File: src/rtl/btc_miner_pkg.sv
// Definitions shared between the miner register block and the nonce sequencer:
// sequencer state encoding, default nonce width and status register bit positions.
package btc_miner_pkg;

   localparam int unsigned NonceWDefault = 32;

   typedef logic [1:0] state_t;

   localparam state_t StIdle  = 2'd0;
   localparam state_t StIssue = 2'd1;
   localparam state_t StWait  = 2'd2;
   localparam state_t StDrain = 2'd3;

   localparam int unsigned StatusDoneBit  = 0;
   localparam int unsigned StatusFoundBit = 1;

endpackage

File: src/rtl/btc_nonce_sequencer.sv
// Issues nonces one at a time to the SHA-256d core over req/ack and folds each
// hit/miss result into sticky done / nonce_found status plus the last tested nonce.
module btc_nonce_sequencer
   import btc_miner_pkg::*;
#(
   parameter int unsigned          NONCE_W    = NonceWDefault,
   parameter logic [NONCE_W-1:0]   NONCE_STEP = 1,
   parameter logic [NONCE_W-1:0]   NONCE_BASE = '0
) (
   input  logic               clk,
   input  logic               rst,
   input  logic               start,
   input  logic               config_use_nonce_in,
   input  logic               config_oneshot,
   input  logic [NONCE_W-1:0] nonce_in,
   output logic               hash_req,
   output logic [NONCE_W-1:0] hash_nonce,
   input  logic               hash_ack,
   input  logic               hash_res_valid,
   input  logic               hash_hit,
   output logic               busy,
   output logic [NONCE_W-1:0] nonce,
   output logic               done,
   output logic               nonce_found
);

   state_t             state_q, state_d;
   logic [NONCE_W-1:0] cur_q, cur_d;
   logic [NONCE_W-1:0] nonce_q, nonce_d;
   logic               oneshot_q, oneshot_d;
   logic               req_q, req_d;
   logic               busy_q, busy_d;
   logic               done_q, done_d;
   logic               found_q, found_d;
   logic [NONCE_W:0]   next_sum;
   logic [NONCE_W-1:0] load_val;

   assign load_val = config_use_nonce_in ? nonce_in : NONCE_BASE;
   // Extra bit catches the carry that marks nonce space exhaustion.
   assign next_sum = {1'b0, cur_q} + {1'b0, NONCE_STEP};

   always_comb begin
      state_d   = state_q;
      cur_d     = cur_q;
      nonce_d   = nonce_q;
      oneshot_d = oneshot_q;
      req_d     = req_q;
      done_d    = done_q;
      found_d   = found_q;

      if (start) begin
         cur_d     = load_val;
         oneshot_d = config_oneshot;
         done_d    = 1'b0;
         found_d   = 1'b0;
      end

      unique case (state_q)
         StIdle: begin
            if (start) begin
               state_d = StIssue;
               req_d   = 1'b1;
            end
         end
         StIssue: begin
            // A restart leaves one idle request cycle before the reloaded nonce goes out.
            if (start) begin
               req_d = 1'b0;
            end else if (req_q && hash_ack) begin
               req_d   = 1'b0;
               state_d = StWait;
            end else begin
               req_d = 1'b1;
            end
         end
         StWait: begin
            if (start) begin
               // A coincident result is consumed here, so nothing is left to drain.
               state_d = hash_res_valid ? StIssue : StDrain;
               req_d   = hash_res_valid;
            end else if (hash_res_valid) begin
               nonce_d = cur_q;
               if (hash_hit) begin
                  found_d = 1'b1;
                  done_d  = 1'b1;
                  state_d = StIdle;
               end else if (oneshot_q || next_sum[NONCE_W]) begin
                  done_d  = 1'b1;
                  state_d = StIdle;
               end else begin
                  cur_d   = next_sum[NONCE_W-1:0];
                  req_d   = 1'b1;
                  state_d = StIssue;
               end
            end
         end
         StDrain: begin
            if (hash_res_valid) begin
               req_d   = 1'b1;
               state_d = StIssue;
            end
         end
         default: begin
            state_d = StIdle;
            req_d   = 1'b0;
         end
      endcase

      busy_d = (state_d != StIdle);
   end

   always_ff @(posedge clk or posedge rst) begin
      if (rst) begin
         state_q   <= StIdle;
         cur_q     <= '0;
         nonce_q   <= '0;
         oneshot_q <= 1'b0;
         req_q     <= 1'b0;
         busy_q    <= 1'b0;
         done_q    <= 1'b0;
         found_q   <= 1'b0;
      end else begin
         state_q   <= state_d;
         cur_q     <= cur_d;
         nonce_q   <= nonce_d;
         oneshot_q <= oneshot_d;
         req_q     <= req_d;
         busy_q    <= busy_d;
         done_q    <= done_d;
         found_q   <= found_d;
      end
   end

   assign hash_req    = req_q;
   assign hash_nonce  = cur_q;
   assign busy        = busy_q;
   assign nonce       = nonce_q;
   assign done        = done_q;
   assign nonce_found = found_q;

endmodule
File: config.mk
export PLATFORM = sky130hd
export DESIGN_NAME = btc_nonce_sequencer
export DESIGN_NICKNAME = d
export VERILOG_FILES = /design/src/rtl/btc_miner_pkg.sv /design/src/rtl/btc_nonce_sequencer.sv
export SDC_FILE = /design/constraint.sdc
export NUM_CORES = 1
export LEC_CHECK = 0
export CAP_MARGIN = 20
export CORE_MARGIN = 10
export CORE_UTILIZATION = 50
export CTS_CLUSTER_SIZE = 30
export DETAILED_ROUTE_END_ITERATION = 6
export PLACE_DENSITY = 0.83
export RECOVER_POWER = 25
export SYNTH_ARGS = -nofsm -noshare
export SYNTH_HDL_FRONTEND = slang
export SYNTH_SLANG_ARGS = --single-unit
export TNS_END_PERCENT = 5
File: constraint.sdc
create_clock -name clk -period 4.9 [get_ports clk]
set_clock_uncertainty 0.15 [all_clocks]
set_input_delay 0.735 -clock clk [delete_from_list [all_inputs] [get_ports clk]]
set_output_delay 0.735 -clock clk [all_outputs]
set_load 0.02 [all_outputs]
==> results of run 1 <==
==> tightest hold or removal path, delay by kind of cell (launching register included) <==
kind             cells  cell delay (ns)
AO/OA/AOI/OAI        1             0.06
flip-flops           1             0.35
AND/OR/NAND/NOR      1             0.05
==> layer usage <==
layer  global-route usage  part of all wire  vias up
met3               0.0464             0.087       15
met1                0.252              0.41     1787
li1                     -                 -     1691
met4               0.0649             0.013        0
met5                    0                 0        -
met2                0.332              0.49      183
==> where the power goes <==
part,total [mW],internal [mW],switching [mW]
combinational,0.815,0.411,0.403
sequential,0.847,0.730,0.117
clock,0.527,0.287,0.240
==> registers in the layout, indices dropped and copies added (netlist names) <==
register     cells
oneshot_q        1
hash_nonce      32
done             1
busy             1
nonce           32
nonce_found      1
state_q          2
hash_req         1
==> cells by family (layout without fill, tap and decap cells) <==
family | Yosys count | in the layout | synth area share
fa+ha+maj | 6 | 6 | 0.0194
buf+inv | 30 | 136 | 0.0368
mux | 34 | 34 | 0.0994
compound gates | 80 | 80 | 0.152
simple gates | 164 | 164 | 0.234
flops | 71 | 71 | 0.458
==> area by class of cell <==
class,instances,area [sq um],share of cell area
Clock buffer,9,124,0.0237
Sequential cell,71,1780,0.339
Tap cell,102,128,0.0244
Multi-Input combinational cell,284,1970,0.376
Timing Repair Buffer,114,1120,0.214
Inverter,6,22.5,0.00430
Clock inverter,7,97.6,0.0186
==> layout by cell type, fill, tap and decap left out, types with 4 or more instances in the layout <==
master	count
nor4_1	5
and2_1	4
nand2_1	34
or4_1	8
nand3_1	31
nor2b_1	4
or4_2	5
buf_4	6
o211ai_1	11
nand4_1	18
nor3_1	8
a31oi_1	6
a22oi_1	7
nor2_1	23
a221o_1	4
clkdlybuf4s50_1	96
dfrtp_1	71
and4_1	5
and3_1	7
clkbuf_8	9
o311a_1	4
a21oi_1	13
mux2_2	32
ha_1	6
inv_1	5
o21ai_0	8
o31ai_1	9
dlygate4sd3_1	11
==> per-stage QoR <==
stage	utilization	instances	instance area [sq um]	total power [mW]	hold WS, ns
2_1_floorplan	-	385	3880	1.29	0.379
3_3_place_gp	0.656	577	5020	1.66	0.317
3_5_place_dp	0.656	577	5020	1.69	0.325
4_1_cts	0.685	593	5240	2.22	0.344
5_1_grt	0.684	593	5230	2.30	0.366
6_report	0.684	593	5230	2.19	0.344
==> worst max-delay path by stage <==
stage                              start              to  slack [ns]  depth (start not counted)
after detailed placement  hash_res_valid  hash_nonce[30]        1.56                          6
after global placement    hash_res_valid  hash_nonce[28]        1.70                          6
final                              start  hash_nonce[23]        1.21                          5
after CTS                 hash_res_valid  hash_nonce[30]        1.90                          6
after floorplan                      rst            busy        2.22                          1
after global routing               start   hash_nonce[1]        1.02                          5
==> summary.md, run 1 <==
| Metric | Value |
|---|---|
| List of most frequent post-synthesis cells | `dfrtp_1, nand2_1, mux2_2, nand3_1, nor2_1` |
| I/O pin cnt | `108` |
| GR Util All Layers | `0.200` |
| #FFs+latches synth | `between 70 and 80` |
| Final GP Congestion | `0.941` |
| Peak fanout along the critical path | `38` |
| Post-synth ARST share | `1.00` |
| # rows | `32` |
| Most common cell in the synthesized netlist | `dfrtp_1` |
| Number of synthesized flops with an enable pin | `0` |
| # resized after CTS | `0` |
| Mean Syn Cell Area | `10.1 sq um` |
| CTS Buf Count | `9` |
| Cell accounting for the most synthesized area | `dfrtp_1` |
| Post-synthesis cell type count | `55` |
| Clk slew on worst S/H paths | `0.08 ns` |
| Drt via density | `6.20` |
| Power Dens Cells | `418 nW/um^2` |
| Starting density of the core | `0.507` |
| Number of global-route vias before repair | `roughly 3600` |
| Setup violators final | `0` |
| Min Tclk post-route | `3.69 ns` |
| Slew HR | `-0.0890` |
| Worst-margin pin slew | `between 1.5 and 2 ns` |
| Post-Syn Area | `a little under 4000 sq um` |
| Clock root buffer | `clkbuf_8` |
| Hold Path Depth | `2` |
| Layout cells sized above 1 | `0.143` |
| Hold path start | `nonce[5]` |
| Worst-skew pair later-pin latency | `0.35 ns` |
| Period utilisation layout | `0.753` |
| Crit path max-delay cell type | `clkbuf_1` |
| Worst setup EP type | `flop` |
| Post-Place Worst Slack | `between 1.5 and 2 ns` |
| Final ANT Viol Nets | `0` |
| CORE AREA | `around 7600 sq um` |
| Largest buffer count on any clock path | `2` |
| RR Startpoint | `hash_nonce[1]` |
| FF-to-FF path depth | `7` |
| Failing checks | `max-capacitance violations, max-slew violations` |
| CP Buf/Inv Count | `2` |
| Dominant synthesized flop cell | `dfrtp_1` |
| Drt pass-1 iters | `5` |
| Peak supply drop | `0.000290 V` |
| CP max stage delay | `1.19 ns` |
| CTS sink cnt | `71` |
| Syn-to-layout area delta | `34.9%` |
| DR vias | `about 3700` |
| # Max-Cap Violations | `2` |
| Max Slew Vio Count | `between 80 and 90` |
| WL final | `11700 um` |
| R2R setup slack | `1.89 ns` |
| DP Wirelength | `8410 um` |
| CP Cell Sequence | `dlygate4sd3_1 > clkbuf_1 > and2_1 > a22oi_1 > o21ai_0` |
| Worst hold endpoint | `nonce[5]` |
| Startpoint Class | `input pin` |
| CTS tree | `built` |
| N_diodes | `0` |
| Top post-synthesis cells by area | `dfrtp_1, mux2_2, nand3_1` |
| # hold bufs at CTS | `0` |
| Worst EP required | `5.01 ns` |
| Hold Fails Final Rpt | `0` |
| RSZ-0062 raised after global routing | `no` |
| Port-buffer cells | `around 110` |
| Mapped Nets | `431` |
| Initial antenna violation count | `0` |
| Worst Setup Path Type | `input pin to flop` |
| Arrival time of the worst setup path | `3.80 ns` |
| Layout fillers | `619` |
| Ys Warns | `0` |
| Grt ovf | `0` |
| H-tree depth | `3` |
| Initial DRC Count | `approximately 200` |
| Max Clk Rate | `271 MHz` |
| CP top delay family | `buffers and inverters` |
| Register area share after synthesis | `0.458` |
| RR Endpoint | `hash_nonce[29]` |
| WL/cell | `19.7 um` |
| Final worst-path setup slack | `1.21 ns` |
| Die width | `108 um` |
| Die area | `~12000 sq um` |
| Leakage | `2.15 nW` |
| Fin Setup TNS | `0 ns` |
| First-pass GRT wire length | `18900 um` |
| Post-CTS setup buffer count | `0` |
| # DRC | `0` |
| Hold Path Class | `flop to flop` |
| Nets@finish | `532` |
| Share of the synthesized area in the top cell type | `0.458` |
| Post-Syn Instances | `~390` |
| Status | `finished with violations` |
| Largest net degree at the start of global routing | `43` |
| Die height | `108 um` |
(Power assumes the default switching activity.)
==> inputs of run 2 (changes only) <==
--- a/config.mk
+++ b/config.mk
@@ -7,10 +7,10 @@
 export LEC_CHECK = 0
 export CAP_MARGIN = 20
 export CORE_MARGIN = 10
-export CORE_UTILIZATION = 50
+export CORE_UTILIZATION = 44
 export CTS_CLUSTER_SIZE = 30
 export DETAILED_ROUTE_END_ITERATION = 6
-export PLACE_DENSITY = 0.83
+export PLACE_DENSITY = 0.77
 export RECOVER_POWER = 25
 export SYNTH_ARGS = -nofsm -noshare
 export SYNTH_HDL_FRONTEND = slang
==> constraint.sdc (replaced) <==
create_clock -name clk -period 3.1 [get_ports clk]
set_clock_uncertainty 0.15 [all_clocks]
set_input_delay 0.465 -clock clk [delete_from_list [all_inputs] [get_ports clk]]
set_output_delay 0.465 -clock clk [all_outputs]
set_load 0.02 [all_outputs]
==> run 2 against run 1 <==
Compared with the run above:
- the flow now finishes without violations
- register-to-register slack worse by 1.4 ns
- design area rose by 1.0%
- non-clock buffer count increased by 8
- hold slack worse by 0.0078 ns
- critical path type is now flop to flop
- highest routed layer unchanged
==> summary.md, run 2 (synthesis results as in run 1) <==
| Metric | Value |
|---|---|
| Status | `complete, no violations` |
| CTS sink cnt | `71` |
| Die width | `114 um` |
| Nets@finish | `540` |
| Min Tclk post-route | `2.62 ns` |
| Hold Path Depth | `1` |
| Fin util | `0.612` |
| I/O pin cnt | `108` |
| Max Slew Vio Count | `0` |
| Worst setup EP type | `flop` |
| Most common cell after layout, fill and taps aside | `clkdlybuf4s50_1` |
| Crit path max-delay cell type | `or4_1` |
| Post-CTS setup buffer count | `0` |
| Die area | `roughly 13000 sq um` |
| Power Dens Cells | `643 nW/um^2` |
| Initial antenna violation count | `0` |
| CP Buf/Inv Count | `0` |
| Number of global-route vias before repair | `3766` |
| Peak fanout along the critical path | `13` |
| WL final | `around 12000 um` |
| Most frequent cells in the layout | `clkdlybuf4s50_1, dfrtp_1, nand2_1, mux2_2, nand3_1` |
| Startpoint Class | `flop` |
| Worst Setup Path Type | `flop to flop` |
| DP Wirelength | `8740 um` |
| # resized after CTS | `0` |
| Hold Path Class | `flop to flop` |
| Hold Fails Final Rpt | `0` |
| CP max stage delay | `0.60 ns` |
| Drt pass-1 iters | `5` |
| NetSw | `1.18 mW` |
| Syn-to-layout area delta | `36.3%` |
| DR vias | `3699` |
| Layout fillers | `724` |
| Largest buffer count on any clock path | `2` |
| Final ANT Viol Nets | `0` |
| # rows | `34` |
| FF-to-FF path depth | `6` |
| Switching Share | `0.346` |
| Leakage | `2.16 nW` |
| N_diodes | `0` |
| Fin Setup TNS | `0 ns` |
| RR Startpoint | `hash_nonce[1]` |
| CP Cell Sequence | `ha_1 > and2_1 > and3_1 > nand3_1 > or4_1 > a31oi_1` |
| CP top delay family | `simple AND/OR/NAND/NOR gates` |
| RSZ-0062 raised after global routing | `no` |
| WL/cell | `around 20 um` |
| Worst EP required | `3.22 ns` |
| Max Clk Rate | `381 MHz` |
| Part of the power in registers | `0.395` |
| # hold bufs at CTS | `0` |
| First-pass GRT wire length | `19700 um` |
| Worst-margin pin slew | `about 0.86 ns` |
| Dpl cells | `591` |
| CORE AREA | `8640 sq um` |
| Port-buffer cells | `107` |
| GR Util All Layers | `0.184` |
| # DRC | `0` |
| CTS Buf Count | `9` |
| Clk slew on worst S/H paths | `roughly 0.080 ns` |
| Clock root buffer | `clkbuf_8` |
| Drt via density | `between 6 and 7` |
| Hold path start | `done` |
| Worst hold endpoint | `done` |
| Clock Power Share | `0.220` |
| CTS tree | `built` |
| RR Endpoint | `hash_nonce[28]` |
| H-tree depth | `3` |
| Non-filler instance count after layout | `between 600 and 700` |
| Int Pwr | `2.22 mW` |
| Largest net degree at the start of global routing | `53` |
| Layout cells sized above 1 | `0.152` |
| Final GP Congestion | `0.900` |
| Peak supply drop | `roughly 0.00037 V` |
| Period utilisation layout | `0.846` |
| Starting density of the core | `0.449` |
| Die height | `114 um` |
| Grt ovf | `0` |
| # Max-Cap Violations | `0` |
| Arrival time of the worst setup path | `about 2.8 ns` |
| Setup violators final | `0` |
| Initial DRC Count | `399` |
| Slew HR | `0.429` |
| R2R setup slack | `between 0.4 and 0.5 ns` |
| Worst-skew pair later-pin latency | `0.35 ns` |
| CP Depth | `6` |
| Comb pwr share | `0.385` |
==> run 2: metrics by stage <==
| stage | area, sq um | total power, mW | setup slack, ns | hold slack (ns) |
|---|---|---|---|---|
| after detailed placement | 5100 | 2.68 | 0.361 | 0.325 |
| final | 5290 | 3.40 | 0.476 | 0.336 |
| after floorplan | 3880 | 2.03 | 0.688 | 0.379 |
| after CTS | 5290 | 3.42 | 0.508 | 0.312 |
| after global placement | 5100 | 2.64 | 0.463 | 0.314 |
| after global routing | 5290 | 3.59 | 0.280 | 0.352 |
==> run 2: how the worst max path moves through the flow <==
stage	from	endpoint	slack [ns]
after floorplan	rst	busy	0.69
after global placement	hash_hit	hash_nonce[28]	0.46
after detailed placement	hash_res_valid	hash_nonce[22]	0.36
after CTS	state_q[0]	hash_nonce[22]	0.51
after global routing	state_q[0]	hash_nonce[28]	0.28
final	hash_nonce[1]	hash_nonce[28]	0.48
==> run 2: power groups by stage <==
stage	combinational (mW)	sequential [mW]	clock, mW
5_1_grt	1.41	1.38	0.804
2_1_floorplan	0.446	1.59	0
3_5_place_dp	1.32	1.35	0
3_3_place_gp	1.30	1.34	0
6_report	1.31	1.34	0.749
4_1_cts	1.33	1.34	0.756
==> run 2: per-layer routing <==
layer	vias to the layer above	track usage	routed length, um
met3	28	0.0572	1050
met2	182	0.299	5750
li1	1699	-	-
met1	1790	0.228	5060
met4	0	0.0576	221
met5	-	0	0
==> run 2: layout make-up <==
cell class	instances	area, sq um	area share
clock buffer	13	149	0.0282
tap	108	135	0.0256
timing repair buffer	122	1200	0.226
inverter	6	22.5	0.00426
sequential	71	1780	0.336
multi-input combinational	284	1970	0.372
clock inverter	3	42.5	0.00805
==> run 2: worst reg2reg max path, delay by kind of cell (launching register included) <==
kind,cells,cell delay (ns)
adder cells (fa/ha/maj),1,0.24
AO/OA/AOI/OAI,1,0.17
AND/OR/NAND/NOR,4,1.51
flip-flops,1,0.49
==> inputs of run 3 (changes only) <==
==> constraint.sdc (replaced) <==
create_clock -name clk -period 2.34 [get_ports clk]
set_clock_uncertainty 0.15 [all_clocks]
set_input_delay 0.351 -clock clk [delete_from_list [all_inputs] [get_ports clk]]
set_output_delay 0.351 -clock clk [all_outputs]
set_load 0.02 [all_outputs]
==> run 3 against run 2 <==
Compared with the run above:
- the flow now finishes with violations (max-capacitance violations, max-slew violations)
- fmax grew 14%
- design area grew 9.3%
- sequential power grew 28%
- critical endpoint is now hash_nonce[4]
- largest power group is now combinational logic
- highest routed layer unchanged
==> summary.md, run 3 (synthesis results as in run 1) <==
| Metric | Value |
|---|---|
| Status | `finished with violations` |
| Failing checks | `max-capacitance violations, max-slew violations` |
| # Max-Cap Violations | `1` |
| CORE AREA | `8640 sq um` |
| Die area | `13000 sq um` |
| Starting density of the core | `0.449` |
| Period utilisation layout | `0.987` |
| # rows | `34` |
| Drt pass-1 iters | `5` |
| Area of the multi-input gates | `1990 sq um` |
| WL final | `approximately 13000 um` |
| Power Dens Cells | `815 nW/um^2` |
| Hold Fails Final Rpt | `0` |
| Slew HR | `-0.0780` |
| Largest buffer count on any clock path | `2` |
| Most frequent cells in the layout | `clkdlybuf4s50_1, dfrtp_1, buf_4, nand2_1, mux2_2` |
| Arrival time of the worst setup path | `2.39 ns` |
| DR vias | `between 3000 and 4000` |
| Initial antenna violation count | `0` |
| Layout cells sized above 1 | `0.250` |
| I/O pin cnt | `108` |
| Grt met1 use | `0.239` |
| Initial DRC Count | `between 300 and 400` |
| CP max stage delay | `between 0.5 and 0.6 ns` |
| Max Clk Rate | `433 MHz` |
| Clk slew on worst S/H paths | `roughly 0.080 ns` |
| Syn-to-layout area delta | `49.0%` |
| FF-to-FF path depth | `7` |
| Max Slew Vio Count | `72` |
| Reg area | `1780 sq um` |
| R2R setup slack | `0.03 ns` |
| RSZ-0062 raised after global routing | `yes` |
| RR Endpoint | `hash_nonce[4]` |
| Nets@finish | `593` |
| Worst-margin pin slew | `around 1.6 ns` |
| Worst hold endpoint | `done` |
| Clock root buffer | `clkbuf_8` |
| Met2 Usage GRT | `0.320` |
| Min Tclk post-route | `2.31 ns` |
| CTS sink cnt | `71` |
| # DRC | `0` |
| Number of global-route vias before repair | `4001` |
| Largest net degree at the start of global routing | `72` |
| Final GP Congestion | `0.896` |
| Most common cell after layout, fill and taps aside | `clkdlybuf4s50_1` |
| CP Cell Sequence | `nand2_2 > or4_4 > nor4_4 > buf_6 > buf_6 > nor3_1 > a221o_1` |
| Port-buffer cells | `between 100 and 150` |
| Leakage | `2.46 nW` |
| Crit path max-delay cell type | `or4_4` |
| Grt ovf | `0` |
| Area after DPL | `5510 sq um` |
| Grt met3 use | `0.0572` |
| Layout fillers | `679` |
| Hold Path Depth | `1` |
| Peak fanout along the critical path | `8` |
| N_diodes | `0` |
| CTS Buf Count | `9` |
| DP Wirelength | `9220 um` |
| Hold Path Class | `flop to flop` |
| Setup violators final | `0` |
| Gr busiest metal | `met2` |
| GR Util All Layers | `0.194` |
| CTS tree | `built` |
| Worst Setup Path Type | `flop to flop` |
| Startpoint Class | `flop` |
| Power, Total | `4.71 mW` |
| Drt via density | `about 6` |
| WL/cell | `~20 um` |
| Die height | `roughly 110 um` |
| Crit path top cell by count | `buf_6` |
| Hold path start | `done` |
| Die width | `114 um` |
| Peak supply drop | `0.000612 V` |
| First-pass GRT wire length | `between 20000 and 25000 um` |
| Worst setup EP type | `flop` |
| Worst EP required | `2.42 ns` |
| Cell area after layout | `5780 sq um` |
| H-tree depth | `3` |
| Worst-skew pair later-pin latency | `0.35 ns` |
| Final ANT Viol Nets | `0` |
| RR Startpoint | `hash_nonce[22]` |
run 3: cell types whose count changed in the layout (fill, tap and decap cells not counted), moves of 2 or more:
cell      delta
clkbuf_1     -3
buf_4       +45
nand2_2      +2
buf_6        +4
nand2_1      -2
inv_1        -2
buf_12       +3
run 3: stage by stage:
stage	TNS [ns]	cells	utilization	hold WS (ns)	setup WS, ns
after global routing	-0.152	660	0.669	0.373	-0.0318
after CTS	0	656	0.663	0.263	0.0274
after detailed placement	-1.56	640	0.639	0.322	-0.167
final	0	660	0.669	0.336	0.0301
after floorplan	0	385	-	0.316	0.0307
after global placement	-0.712	640	0.639	0.316	-0.107
run 3: final cells by class:
| type | count | share of cell area |
|---|---|---|
| multi-input cells | 284 | 0.345 |
| flip-flops and latches | 71 | 0.307 |
| repair buffers | 175 | 0.284 |
| clock buffers | 11 | 0.0262 |
| well taps | 108 | 0.0234 |
| clock inverters | 5 | 0.00974 |
| inverters | 6 | 0.00390 |
run 3: worst max-delay path: cells and delay by family, from the launching register on:
kind | cells | cell delay, ns
flops | 1 | 0.38
compound gates | 1 | 0.28
simple gates | 4 | 1.09
buf+inv | 2 | 0.29
run 3: timing repair:
item	CTS	global route
hold buffers	0	0
buffers inserted	0	4
pin swaps	0	6
setup endpoints to repair	6	15
resized for setup	1	11
run 3: routing by layer:
| layer | part of all wire | wire [um] |
|---|---|---|
| met5 | 0 | 0 |
| met4 | 0.016 | 207 |
| met3 | 0.089 | 1140 |
| met2 | 0.49 | 6340 |
| met1 | 0.40 | 5210 |
run 3: report_power, final:
part	internal [mW]	leakage (nW)	switching (mW)
sequential	1.53	0.921	0.188
clock	0.549	0.105	0.487
combinational	0.997	1.43	0.958
total	3.08	2.46	1.63
run 3: worst max-delay path by stage:
stage,to,startpoint,slack (ns),cells after the start
final,hash_nonce[4],hash_nonce[22],0.03,7
after global routing,hash_nonce[4],hash_nonce[22],-0.03,7
after CTS,hash_nonce[12],state_q[0],0.03,8
after detailed placement,hash_nonce[12],hash_res_valid,-0.17,7
after global placement,hash_nonce[9],hash_res_valid,-0.11,7
after floorplan,hash_req,hash_nonce[16],0.03,6
